$ cat src/rtl/div_seq_iter.sv
// Iterative restoring divider with a valid/ready handshake on both sides.
// Each clock in CALC resolves bits_per_cyc quotient bits. A single FIX
// cycle then applies the sign correction or the divide-by-zero result and
// loads the output registers.
module div_seq_iter #(
  parameter int a_width      = 16,
  parameter int b_width      = 8,
  parameter int tc_mode      = 0,
  parameter int bits_per_cyc = 2
) (
  input  logic               clk,
  input  logic               rst,
  input  logic               clear,
  input  logic               hold,
  input  logic               in_valid,
  output logic               in_ready,
  input  logic [a_width-1:0] a,
  input  logic [b_width-1:0] b,
  output logic               out_valid,
  input  logic               out_ready,
  output logic [a_width-1:0] quotient,
  output logic [b_width-1:0] remainder,
  output logic               divide_by_0,
  output logic               busy
);

  localparam int ITER  = (a_width + bits_per_cyc - 1) / bits_per_cyc;
  localparam int EXT   = ITER * bits_per_cyc;
  localparam int CNT_W = (ITER > 1) ? $clog2(ITER) : 1;
  localparam logic [CNT_W-1:0] CNT_LAST = CNT_W'(ITER - 1);
  localparam bit TC = (tc_mode != 0);

  typedef enum logic [1:0] {IDLE, CALC, FIX, DONE} state_t;

  state_t             state, state_nxt;
  logic [CNT_W-1:0]   cnt;
  logic [EXT-1:0]     work, work_init, work_step;
  logic [b_width-1:0] part_rem, rem_step;
  logic [b_width-1:0] b_mag, b_abs, a_low;
  logic [a_width-1:0] a_abs;
  logic               sign_a, sign_b, b_zero;
  logic               accept;
  logic [a_width-1:0] q_fix;
  logic [b_width-1:0] r_fix;

  // State register; reset always returns to IDLE and drops any operation.
  always_ff @(posedge clk) begin
    if (rst) state <= IDLE;
    else     state <= state_nxt;
  end

  // Next-state and handshake outputs; clear overrides every transition.
  always_comb begin
    state_nxt = state;
    in_ready  = 1'b0;
    out_valid = 1'b0;
    busy      = 1'b0;
    case (state)
      IDLE: in_ready = ~hold;
      CALC: busy = 1'b1;
      FIX:  busy = 1'b1;
      DONE: begin
        out_valid = 1'b1;
        in_ready  = out_ready;
      end
      default: ;
    endcase
    if (clear) begin
      state_nxt = IDLE;
    end else begin
      case (state)
        IDLE: if (in_valid && !hold) state_nxt = CALC;
        CALC: if (!hold && cnt == '0) state_nxt = FIX;
        FIX:  if (!hold) state_nxt = DONE;
        DONE: if (out_ready) state_nxt = in_valid ? CALC : IDLE;
        default: state_nxt = IDLE;
      endcase
    end
  end

  assign accept = in_valid & in_ready & ~clear;

  // Operand magnitudes; the dividend is zero-extended to a whole number of radix digits.
  always_comb begin
    a_abs     = (TC && a[a_width-1]) ? (~a + 1'b1) : a;
    b_abs     = (TC && b[b_width-1]) ? (~b + 1'b1) : b;
    work_init = '0;
    work_init[a_width-1:0] = a_abs;
  end

  // One clock of bits_per_cyc chained restoring steps, MSB first; quotient bits shift in at the LSB.
  always_comb begin
    logic [b_width:0] trial;
    trial     = '0;
    work_step = work;
    rem_step  = part_rem;
    for (int i = 0; i < bits_per_cyc; i++) begin
      trial     = {rem_step, work_step[EXT-1]};
      work_step = {work_step[EXT-2:0], 1'b0};
      if (trial >= {1'b0, b_mag}) begin
        trial        = trial - {1'b0, b_mag};
        work_step[0] = 1'b1;
      end
      rem_step = trial[b_width-1:0];
    end
  end

  // Final result: sign correction, or the saturated divide-by-zero value.
  always_comb begin
    q_fix = work[a_width-1:0];
    r_fix = part_rem;
    if (b_zero) begin
      r_fix = a_low;
      if (TC) q_fix = sign_a ? {1'b1, {(a_width-1){1'b0}}} : {1'b0, {(a_width-1){1'b1}}};
      else    q_fix = '1;
    end else begin
      if (sign_a ^ sign_b) q_fix = ~work[a_width-1:0] + 1'b1;
      if (sign_a)          r_fix = ~part_rem + 1'b1;
    end
  end

  // Datapath: latch operands on accept, iterate in CALC, publish in FIX; hold and clear freeze it.
  always_ff @(posedge clk) begin
    if (rst) begin
      quotient    <= '0;
      remainder   <= '0;
      divide_by_0 <= 1'b0;
      cnt         <= '0;
      work        <= '0;
      part_rem    <= '0;
      b_mag       <= '0;
      a_low       <= '0;
      sign_a      <= 1'b0;
      sign_b      <= 1'b0;
      b_zero      <= 1'b0;
    end else if (accept) begin
      cnt      <= CNT_LAST;
      work     <= work_init;
      part_rem <= '0;
      b_mag    <= b_abs;
      a_low    <= a[b_width-1:0];
      sign_a   <= TC & a[a_width-1];
      sign_b   <= TC & b[b_width-1];
      b_zero   <= (b == '0);
    end else if (!clear && !hold) begin
      if (state == CALC) begin
        work     <= work_step;
        part_rem <= rem_step;
        cnt      <= cnt - 1'b1;
      end else if (state == FIX) begin
        quotient    <= q_fix;
        remainder   <= r_fix;
        divide_by_0 <= b_zero;
      end
    end
  end

endmodule
$ cat config.mk
export PLATFORM = sky130hd
export DESIGN_NAME = div_seq_iter
export DESIGN_NICKNAME = d
export VERILOG_FILES = /design/src/rtl/div_seq_iter.sv
export SDC_FILE = /design/constraint.sdc
export NUM_CORES = 1
export LEC_CHECK = 0
export CORE_MARGIN = 3
export CORE_UTILIZATION = 40
export CTS_BUF_LIST = sky130_fd_sc_hd__clkbuf_4 sky130_fd_sc_hd__clkbuf_8 sky130_fd_sc_hd__clkbuf_16
export DETAILED_ROUTE_END_ITERATION = 12
export REMOVE_ABC_BUFFERS = 1
export SYNTH_ARGS = -nofsm -noshare
export SYNTH_HDL_FRONTEND = slang
export SYNTH_SLANG_ARGS = --single-unit
$ cat constraint.sdc
create_clock -name clk -period 5.48 [get_ports clk]
set_clock_uncertainty 0.15 [all_clocks]
set_input_delay 0.548 -clock clk [delete_from_list [all_inputs] [get_ports clk]]
set_output_delay 0.548 -clock clk [all_outputs]
set_load 0.02 [all_outputs]
==> reports/results.ini <==
[outcome]
outcome=completed

[setup_path]
reg2reg_slack_ps=790
crit_fanout=10
cp.arrival_ps=4740
start_kind=register
path_class=register to register
ff2ff_path_depth=15
r2r_start=b_mag[1]$_SDFFE_PP0P_
reg2reg_to=work[0]$_SDFFE_PP0P_
end_kind=register
cp_data_required_time_ps=5530

[cells_and_area]
syn_to_final_growth_pct=23.6
final_cells=585
nNetsFinal=526
fillCellCount=884
diodes=0
drive_gt1_share_pct=7.34

[routing]
wl_met1_mm=4.44
dr_wl_met3_um=421
drt_iter0_drc=164
routed.top_layer=met4
dr_wl_met2_mm=4.46
routed_wirelength_mm=9.44
vias=3251
drcViolationCount=0
ant_nets=0
avgViaCountPerCell=5.56
dr.pass1.iters=7
wl_per_cell_um=16.1

[placement]
dp.cells=569
dpl.hpwl_mm=6.85
portBuffers=57
routabilityCongestion=0.976

[global_routing]
grt_pass1_wl_mm=15.5
grt_max_degree=54
grt_use_total_pct=19.0
grt_pass1_vias=3098
grt.overflow.total=0
antenna_found_initial=0

[hold_path]
min_to=a_low[1]$_SDFFE_PP0P_
hold_depth=2
hp-start=a_low[1]$_SDFFE_PP0P_
hp-class=register to register

[floorplanning]
dieArea_mm2=0.0102
die_w_um=101
start_util_pct=41.4
dieHeight_um=101
ios=58
core.rowCount=34
core_region_area_mm2=0.00876

[clocking]
clockBufferDepth=2
clockRootBuffer=clkbuf_8
path_clk_slew_ps=70
htree_levels=3
clock-sinks=71
cts_made_buffers=9
tritoncts=done
ctsResizeCount=0
cts_setup_buffers=0
clk_latency_ps=340
cts_hold_buf=0

[synthesis]
async_flop_share_pct=0
synth_top_family_by_area=compound AO/OA/AOI/OAI gates
yosysUniqueCellTypes=47
synth_edf_count=0
synth_seq_cells=71
synth_mux_area_share_pct=6.00
synth-main-ff-cell=dfxtp_1
synthCells=423
synth-warning-count=0
synth-simple-area-share_pct=19.2
synth_compound_area_share_pct=19.7
synth_area_mm2=0.00363
synth_xor_area_share_pct=2.17
syn_avg_cell_area_um2=8.57
ys_seq_area_share_pct=39.2
synth_fa_ha_area_share_pct=8.70

[timing]
timing.fmax_mhz=213
hold_violations=0
tightest_slew_ps=970
post-route-period-util_pct=85.6
drv_slew=0
rsz0062_at_grt=no
finalSetupViolCount=0
slew_headroom_pct=35.2
tns_ps=0
fin_crit_ps=4690

[pwr]
ir_drop_mv=0.157
cellLeakagePower_nw=1.63
power.density_mw_per_mm2=289

[job]
cap_violations=0

-- report_power, final --
part           switching, mW  internal, mW
clock                  0.205         0.265
sequential           0.00861         0.527
combinational          0.156         0.132
total                  0.369         0.924
-- critical path, stage by stage (launching register included) --
cell and delay (ps):
dfxtp_1 310, inv_1 160, ha_1 280, nor2b_1 160
o2111ai_2 200, nand3_2 140, a41oi_2 510, mux2i_1 420
ha_1 330, nor2b_4 140, o31a_1 290, o31a_1 290
o31a_1 280, o21bai_1 410, a222oi_1 420, nor2_1 70
-- kinds of logic (layout without fill, tap and decap cells) --
kind of cell    after synthesis  in the layout
compound gates              101            101
xor+xnor                      9              9
fa+ha+maj                    24             24
buf+inv                      45             99
flops                        71             71
mux                          21             21
simple gates                152            152
-- metrics by stage --
step                      worst slack, ps  hold WS, ps  utilization (%)  cell area, um2  power (mW)
after floorplan                      1420          280                -            3520       0.745
after CTS                             790          308             51.2            4480        1.30
final                                 790          306             51.2            4480        1.29
after detailed placement              816          297             48.6            4260       0.833
after global routing                  401          334             51.2            4480        1.36
after global placement                946          294             48.6            4260       0.833
-- how the worst max path moves through the flow --
stage / startpoint / to / slack [ps] / cells past startpoint
final: b_mag[1]$_SDFFE_PP0P_ / work[0]$_SDFFE_PP0P_ / 790 / 15
after global routing: b_mag[1]$_SDFFE_PP0P_ / work[0]$_SDFFE_PP0P_ / 400 / 15
after CTS: b_mag[1]$_SDFFE_PP0P_ / work[0]$_SDFFE_PP0P_ / 790 / 15
after detailed placement: b_mag[1]$_SDFFE_PP0P_ / work[0]$_SDFFE_PP0P_ / 820 / 15
after global placement: b_mag[1]$_SDFFE_PP0P_ / work[0]$_SDFFE_PP0P_ / 950 / 15
after floorplan: b_mag[1]$_SDFFE_PP0P_ / work[0]$_SDFFE_PP0P_ / 1420 / 15
-- sequential cells by signal, indices dropped and copies added (netlist names) --
| signal | cells |
|---|---|
| state | 2 |
| quotient | 16 |
| remainder | 8 |
| divide_by_0 | 1 |
| cnt | 3 |
| part_rem | 8 |
| b_mag | 8 |
| a_low | 8 |
| b_zero | 1 |
| work | 16 |
-- Yosys cell counts (all sizes together) (5+ instances only) --
cell    instances  area [um2]
dfxtp          71        1420
nor2           49         191
nand2          47         176
nor3           36         180
a21oi          31         155
clkbuf         22        82.6
ha             22         275
inv            21        78.8
a222oi         15         150
mux2i          15         150
o21ai          14        70.1
a211oi          9        67.6
mux2            6        67.6
xor2            6        52.6
nand3           5        35.0
o21bai          5        37.5
-- routing by layer --
metal	vias to the layer above	global-route usage, %
li1	1629	-
met1	1532	26.0
met2	76	30.4
met3	14	3.86
met4	0	5.42
met5	-	0
-- cells in the final DEF, fill, tap and decap left out, drive strengths merged, types with 5 or more instances in the layout --
| master | netlist | routed |
|---|---|---|
| a211oi | 9 | 9 |
| a21oi | 31 | 31 |
| a222oi | 15 | 15 |
| buf | 2 | 6 |
| clkbuf | 22 | 10 |
| clkdlybuf4s50 | 0 | 56 |
| dfxtp | 71 | 71 |
| ha | 22 | 22 |
| inv | 21 | 23 |
| mux2 | 6 | 6 |
| mux2i | 15 | 15 |
| nand2 | 47 | 47 |
| nand3 | 5 | 5 |
| nor2 | 49 | 49 |
| nor3 | 36 | 36 |
| o21ai | 14 | 14 |
| o21bai | 5 | 5 |
| xor2 | 6 | 6 |
-- area by class of cell --
cell class	count	area [um2]	share of cell area (%)
Multi-Input combinational cell	307	2020	45.1
Tap cell	108	135	3.01
Clock buffer	10	131	2.93
Inverter	21	78.8	1.76
Timing Repair Buffer	62	603	13.5
Sequential cell	71	1420	31.7
Clock inverter	6	92.6	2.07
(Power assumes the default switching activity.)
